<file path="config.mk">
export PLATFORM = sky130hd
export DESIGN_NAME = tlcd_bus_receiver
export DESIGN_NICKNAME = d
export VERILOG_FILES = /design/src/rtl/tlcd_bus_receiver.sv
export SDC_FILE = /design/constraint.sdc
export NUM_CORES = 1
export LEC_CHECK = 0
export ABC_CLOCK_PERIOD_IN_PS = 8240
export CAP_MARGIN = 40
export CORE_MARGIN = 2
export CORE_UTILIZATION = 48
export DETAILED_ROUTE_END_ITERATION = 8
export GPL_TIMING_DRIVEN = 1
export PLACE_DENSITY = 0.7
export SYNTH_ARGS = -nofsm -noshare
export SYNTH_HDL_FRONTEND = slang
export SYNTH_SLANG_ARGS = --single-unit
</file>
<file path="constraint.sdc">
create_clock -name CLK -period 8.24 [get_ports CLK]
set_input_delay 0.824 -clock CLK [delete_from_list [all_inputs] [get_ports CLK]]
set_output_delay 0.824 -clock CLK [all_outputs]
set_load 0.01 [all_outputs]
</file>
<file path="src/rtl/tlcd_bus_receiver.sv">
// rtl/tlcd_bus_receiver.sv - LCD-side responder for the 16x2 text LCD write/read bus.
// Optional CGRAM storage: define TLCD_RX_CGRAM_EN.
module tlcd_bus_receiver #(
   parameter int BUSY_CYCLES  = 2000,
   parameter int CLEAR_CYCLES = 80000
) (
   input  logic       CLK,
   input  logic       RST,
   input  logic       TLCD_E,
   input  logic       TLCD_RS,
   input  logic       TLCD_RW,
   input  logic [7:0] TLCD_DATA,
   output logic [7:0] TLCD_DATA_OUT,
   output logic       TLCD_DATA_OE,
   input  logic [4:0] RD_ADDR,
   output logic [7:0] RD_DATA,
   output logic       BUSY,
   output logic       DISP_ON,
   output logic       CMD_STROBE,
   output logic       DATA_STROBE,
   output logic       PROTOCOL_ERR
);

   localparam int TMAX = (CLEAR_CYCLES > BUSY_CYCLES) ? CLEAR_CYCLES : BUSY_CYCLES;
   localparam int TW   = $clog2(TMAX + 1);

   localparam logic [1:0] S_IDLE = 2'd0;
   localparam logic [1:0] S_EXEC = 2'd1;
   localparam logic [1:0] S_FILL = 2'd2;
   localparam logic [1:0] S_WAIT = 2'd3;

   logic          r_e_s1, r_e_s2, r_e_d;
   logic          r_rs_s1, r_rs_s2, r_rs_d;
   logic          r_rw_s1, r_rw_s2, r_rw_d;
   logic [7:0]    r_data_s1, r_data_s2, r_data_d;

   logic [1:0]    r_state;
   logic [TW-1:0] r_timer;
   logic [6:0]    r_fill;
   logic [6:0]    r_ac;
   logic          r_cg;
   logic          r_id;
   logic          r_disp;
   logic          r_perr;
   logic          r_rs_c, r_rw_c;
   logic [7:0]    r_data_c;
   logic [7:0]    r_dout;
   logic [7:0]    r_rd_data;
   logic [7:0]    r_ddram [0:79];

   logic          w_fall;
   logic          w_bf_read;
   logic          w_dd_ok;
   logic          w_wr_dd;
   logic [6:0]    w_dd_idx;
   logic [6:0]    w_rd_idx;
   logic [7:0]    w_cg_rd;
   logic [7:0]    w_ram_rd;

   // One step of the address counter, following the two 40-byte DDRAM rows.
   function automatic logic [6:0] f_ac_step(input logic [6:0] ac, input logic cg, input logic id);
      logic [6:0] n;
      n = id ? ac + 7'd1 : ac - 7'd1;
      if (cg)
         n = {1'b0, n[5:0]};
      else if (id && ac == 7'h27)
         n = 7'h40;
      else if (id && ac == 7'h67)
         n = 7'h00;
      else if (!id && ac == 7'h40)
         n = 7'h27;
      else if (!id && ac == 7'h00)
         n = 7'h67;
      return n;
   endfunction

   always_ff @(posedge CLK or posedge RST) begin
      if (RST) begin
         {r_e_s1, r_e_s2, r_e_d}    <= 3'b000;
         {r_rs_s1, r_rs_s2, r_rs_d} <= 3'b000;
         {r_rw_s1, r_rw_s2, r_rw_d} <= 3'b000;
         r_data_s1 <= 8'h00;
         r_data_s2 <= 8'h00;
         r_data_d  <= 8'h00;
      end else begin
         r_e_s1    <= TLCD_E;
         r_e_s2    <= r_e_s1;
         r_e_d     <= r_e_s2;
         r_rs_s1   <= TLCD_RS;
         r_rs_s2   <= r_rs_s1;
         r_rs_d    <= r_rs_s2;
         r_rw_s1   <= TLCD_RW;
         r_rw_s2   <= r_rw_s1;
         r_rw_d    <= r_rw_s2;
         r_data_s1 <= TLCD_DATA;
         r_data_s2 <= r_data_s1;
         r_data_d  <= r_data_s2;
      end
   end

   // The *_d copies hold the bus as it was while synced E was still high.
   assign w_fall    = r_e_d & ~r_e_s2;
   assign w_bf_read = ~r_rs_d & r_rw_d;
   assign w_dd_ok   = (r_data_c[5:0] <= 6'h27);
   assign w_dd_idx  = r_ac[6] ? ({1'b0, r_ac[5:0]} + 7'd40) : r_ac;
   assign w_rd_idx  = RD_ADDR[4] ? ({3'b000, RD_ADDR[3:0]} + 7'd40) : {3'b000, RD_ADDR[3:0]};
   assign w_wr_dd   = (r_state == S_EXEC) & r_rs_c & ~r_rw_c & ~r_cg;

   always_ff @(posedge CLK or posedge RST) begin
      if (RST) begin
         r_state  <= S_FILL;
         r_timer  <= '0;
         r_fill   <= 7'd0;
         r_ac     <= 7'd0;
         r_cg     <= 1'b0;
         r_id     <= 1'b1;
         r_disp   <= 1'b0;
         r_perr   <= 1'b0;
         r_rs_c   <= 1'b0;
         r_rw_c   <= 1'b0;
         r_data_c <= 8'h00;
      end else begin
         if (w_fall && !w_bf_read && r_state != S_IDLE)
            r_perr <= 1'b1;
         case (r_state)
            S_IDLE: begin
               if (w_fall && !w_bf_read) begin
                  r_rs_c   <= r_rs_d;
                  r_rw_c   <= r_rw_d;
                  r_data_c <= r_data_d;
                  r_state  <= S_EXEC;
               end
            end
            S_EXEC: begin
               r_state <= S_WAIT;
               r_timer <= TW'(BUSY_CYCLES - 1);
               if (!r_rs_c && !r_rw_c) begin
                  casez (r_data_c)
                     8'b1???????: begin
                        r_ac <= w_dd_ok ? r_data_c[6:0] : 7'd0;
                        r_cg <= 1'b0;
                     end
                     8'b01??????: begin
                        r_ac <= {1'b0, r_data_c[5:0]};
                        r_cg <= 1'b1;
                     end
                     8'b00001???: r_disp <= r_data_c[2];
                     8'b000001??: r_id   <= r_data_c[1];
                     8'b0000001?: begin
                        r_ac <= 7'd0;
                        r_cg <= 1'b0;
                     end
                     8'b00000001: begin
                        r_ac    <= 7'd0;
                        r_cg    <= 1'b0;
                        r_id    <= 1'b1;
                        r_fill  <= 7'd0;
                        r_state <= S_FILL;
                     end
                     default: ;
                  endcase
               end else begin
                  r_ac <= f_ac_step(r_ac, r_cg, r_id);
               end
            end
            S_FILL: begin
               r_fill <= r_fill + 7'd1;
               if (r_fill == 7'd79) begin
                  r_state <= S_WAIT;
                  r_timer <= TW'(CLEAR_CYCLES - 1);
               end
            end
            default: begin
               if (r_timer == '0)
                  r_state <= S_IDLE;
               else
                  r_timer <= r_timer - 1'b1;
            end
         endcase
      end
   end

   always_ff @(posedge CLK) begin
      if (r_state == S_FILL)
         r_ddram[r_fill] <= 8'h20;
      else if (w_wr_dd)
         r_ddram[w_dd_idx] <= r_data_c;
   end

`ifdef TLCD_RX_CGRAM_EN
   logic       w_wr_cg;
   logic [7:0] r_cgram [0:63];

   assign w_wr_cg = (r_state == S_EXEC) & r_rs_c & ~r_rw_c & r_cg;

   always_ff @(posedge CLK) begin
      if (w_wr_cg)
         r_cgram[r_ac[5:0]] <= r_data_c;
   end

   assign w_cg_rd = r_cgram[r_ac[5:0]];
`else
   assign w_cg_rd = 8'h00;
`endif

   assign w_ram_rd = r_cg ? w_cg_rd : r_ddram[w_dd_idx];

   always_ff @(posedge CLK or posedge RST) begin
      if (RST) begin
         r_dout    <= 8'h00;
         r_rd_data <= 8'h00;
      end else begin
         r_rd_data <= r_ddram[w_rd_idx];
         if (r_e_s2 && r_rw_s2)
            r_dout <= r_rs_s2 ? w_ram_rd : {BUSY, r_ac};
      end
   end

   assign BUSY          = (r_state != S_IDLE);
   assign TLCD_DATA_OUT = r_dout;
   assign TLCD_DATA_OE  = r_e_s2 & r_e_d & r_rw_s2;
   assign RD_DATA       = r_rd_data;
   assign DISP_ON       = r_disp;
   assign PROTOCOL_ERR  = r_perr;
   assign CMD_STROBE    = (r_state == S_EXEC) & ~r_rs_c & ~r_rw_c;
   assign DATA_STROBE   = (r_state == S_EXEC) & r_rs_c & ~r_rw_c;

endmodule

</file>
==> summary.md <==
| Metric | Value |
|---|---|
| Final setup TNS | 0 ns |
| # diodes | 0 |
| Sequential fraction of the synthesis area | between 60 and 70% |
| Buffers on Ports | 39 |
| Initial antenna violation count | 2 |
| Overall routing resource usage | 25.7% |
| Initial Util | 48.4% |
| Die X | between 200 and 300 um |
| Yosys warns | 0 |
| Syn_area_per_cell | around 17 sq um |
| DR DRC count | 0 |
| Top cell type's share of synthesized area | approximately 57% |
| Area of the multi-input gates | 0.0115 sq mm |
| Slew margin rel. | roughly a third |
| Tot Pwr | about 12 mW |
| Post-CTS sizing | 0 |
| Synth area leaders | edfxtp_1 57%, mux4_2 17%, dfrtp_1 7.0% |
| RSZ-0062 raised after global routing | no |
| Slowest-stage cell, CP | nor2_1 |
| Cell leakage power | 12.4 nW |
| Post-synthesis cell type count | 75 |
| CTS tree | built |
| Startpoint Class | flop |
| Vias after detailed routing | about 20000 |
| Mapped Nets | 1996 |
| Cts hold-fix bufs | 0 |
| I/O pin count | 40 |
| Via/cell ratio | approximately 6.7 |
| Setup CP Type | flop to flop |
| Max-cap violations | 0 |
| Placeable Area | about 0.07 sq mm |
| Clock skew | 0.0258 ns |
| First-pass GRT wire length | 137 mm |
| Commonest cells in the netlist | 640 x edfxtp_1, 261 x mux4_2, 133 x nor2_1, 94 x dfrtp_1, 81 x mux2i_1 |
| Slew @ Worst Pin | just under 1 ns |
| Post-DRT Antenna Nets | 0 |
| Crit path DAT | ~4.3 ns |
| Post-synth EDFFs | between 600 and 700 |
| Worst Hold Class | flop to flop |
| Critical path data required time | around 8.5 ns |
| Final Max Tran Viols | 0 |
| Total grt overflow | 0 |
| Delay-heaviest family, CP | simple AND/OR/NAND/NOR gates |
| Crit path buffers/inverters | 1 |
| Finish-stage setup viols | 0 |
| TritonCTS buffer count | 76 |
| Final Critical Period | around 4 ns |
| Die area | 0.0724 sq mm |
| Clock Pin Slew Worst Setup and Hold Paths | about 0.060 ns |
| Period utilization | between 40 and 50% |
| Synth Cell Area | between 0.03 and 0.04 sq mm |
| Main synth FF type | edfxtp_1 |
| PwrDens | between 300 and 400 mW/mm^2 |
| Fin. Hold Viols | 0 |
| Fillers | about 5300 |
| H-tree levels | 3 |
| CP Cell Sequence | inv_1 -> ha_1 -> nand3b_1 -> or3_1 -> o21ai_1 -> nand2_1 -> nor2_1 |
| Starting DRT DRC Count | between 2000 and 3000 |
| Bufs on Longest Clock Path | 3 |
| FP Rows | between 90 and 100 |
| Register area | 0.0216 sq mm |
| Number of global-route vias before repair | 20200 |
| Die height | 269 um |
| CP endpoint kind | flop |
| Area Overhead vs Synth | 12.7% |
| GPL Wtd Cong | just over 0.9 |
| CP Max Fanout | 13 |
| WL final | around 93 mm |
| Dpl hpwl | ~60 mm |
| Clk_lat worst skew | about 0.63 ns |
| Pre-Repair DR Iteration Count | 5 |
| Worst vdd ir | about 0.25 mV |
| Max incr delay on CP | a little over 0.9 ns |
| Synth Register Bits | between 700 and 800 |
| Cell count after synthesis | 1964 |
| Count leader, synth | edfxtp_1 |
| Outcome | completed |
| Cell taking the most area after synthesis | edfxtp_1 |
| Post-CTS Setup Bufs | 0 |
| CTS root buf | clkbuf_16 |
| Average wire per standard cell | 30.8 um |
| Async SR Flop Fraction | approximately an eighth |
| Fmax | 0.245 GHz |
| Largest net degree at the start of global routing | 81 |
| Layout cells sized above 1 | between 20% and 30% |
| Nets@finish | 2046 |
| Sink Count | approximately 740 |
==> through the flow <==
step                      setup WS [ns]  hold WS (ns)  instance area, sq um  util, %  cells
final                              4.15         0.348                 38000     54.5   3016
after global routing               3.96         0.354                 38000     54.5   3016
after detailed placement           4.14         0.338                 35400     50.7   2875
after CTS                          4.21         0.350                 38000     54.5   3015
after global placement             3.88         0.333                 35000     50.1   2844
after floorplan                    4.29         0.331                 33700        -   1964
==> cells by family (layout without fill, tap and decap cells) <==
family / Yosys count / count (layout) / synth area share (%)
AOI/OAI and AO/OA: 330 / 330 / 6.77
xor gates and xnor gates: 8 / 8 / 0.208
adders and majority gates: 14 / 14 / 0.541
buffers and inverters: 151 / 263 / 2.14
DFF: 736 / 736 / 64.1
muxes: 403 / 403 / 21.9
and+or+nand+nor: 322 / 322 / 4.40
==> worst register-to-register path, delay by kind of cell (launching register included) <==
family | cells | cell delay [ns]
compound gates | 1 | 0.40
fa+ha+maj | 1 | 0.40
buf+inv | 1 | 0.15
flops | 1 | 0.39
simple gates | 4 | 2.38
==> sequential cells by signal, summed over array words and instances, names as in the netlist, 2 cells and up <==
signal,count
r_ac,7
r_ddram,640
r_data_s2,8
TLCD_DATA_OUT,8
RD_DATA,8
r_data_c,8
r_state,2
r_data_s1,8
r_data_d,8
r_timer,17
r_fill,7
==> per-layer routing <==
metal  wire length, um  part of all wire, %  track usage [%]  up-vias
met1             36000                   39             35.9    10500
met3             10200                   11             6.33      199
li1                  -                    -                -     8206
met4              4500                  4.8             12.5        2
met5                13                0.014                0        -
met2             42200                   45             38.1     1302
==> layout make-up <==
type | instances | share of cell area [%]
Sequential cell | 736 | 56.9
Multi-Input combinational cell | 1077 | 30.2
Clock buffer | 92 | 5.38
Tap cell | 940 | 3.09
Timing Repair Buffer | 101 | 2.69
Clock inverter | 48 | 1.56
Inverter | 22 | 0.224
==> path summary, 6_finish.rpt <==
kind                               from             end  slack [ns]  depth (start not counted)
setup reg to reg             r_state[1]  r_ddram[42][4]        4.15                          7
min in group asynchronous           RST    r_data_s2[4]        0.50                          2
hold reg to reg            r_data_s1[3]    r_data_s2[3]        0.35                          0
hold / removal             r_data_s1[3]    r_data_s2[3]        0.35                          0
max in group asynchronous           RST      r_state[1]        6.66                          4
setup / recovery             r_state[1]  r_ddram[42][4]        4.15                          7
==> cell usage in the layout, fill, tap and decap left out, types with 8 or more instances in the layout <==
master and instances:
a21oi_1 76, a221oi_1 20, a22o_1 15, a22oi_1 14
a2bb2oi_1 16, a31oi_1 9, buf_4 49, bufinv_16 12
clkbuf_1 11, clkbuf_16 79, clkdlybuf4s50_1 36, clkinv_1 10
clkinv_2 11, dfrtp_1 91, edfxtp_1 640, ha_1 13
inv_1 21, mux2_2 61, mux2i_1 81, mux4_2 261
nand2_1 77, nand2b_1 10, nand3_1 14, nor2_1 131
nor2b_1 17, nor3_1 20, o211ai_1 8, o21ai_0 55
o21ai_1 12, o221ai_1 8, o22ai_1 15, o31ai_1 15
or3_1 9
==> report_power, final <==
part / total, mW / switching, mW / internal [mW]
sequential: 4.59 / 0.343 / 4.25
clock: 3.63 / 1.47 / 2.16
combinational: 3.70 / 2.24 / 1.46
total: 11.9 / 4.06 / 7.87
No activity file was read; power rests on OpenSTA's default activity.
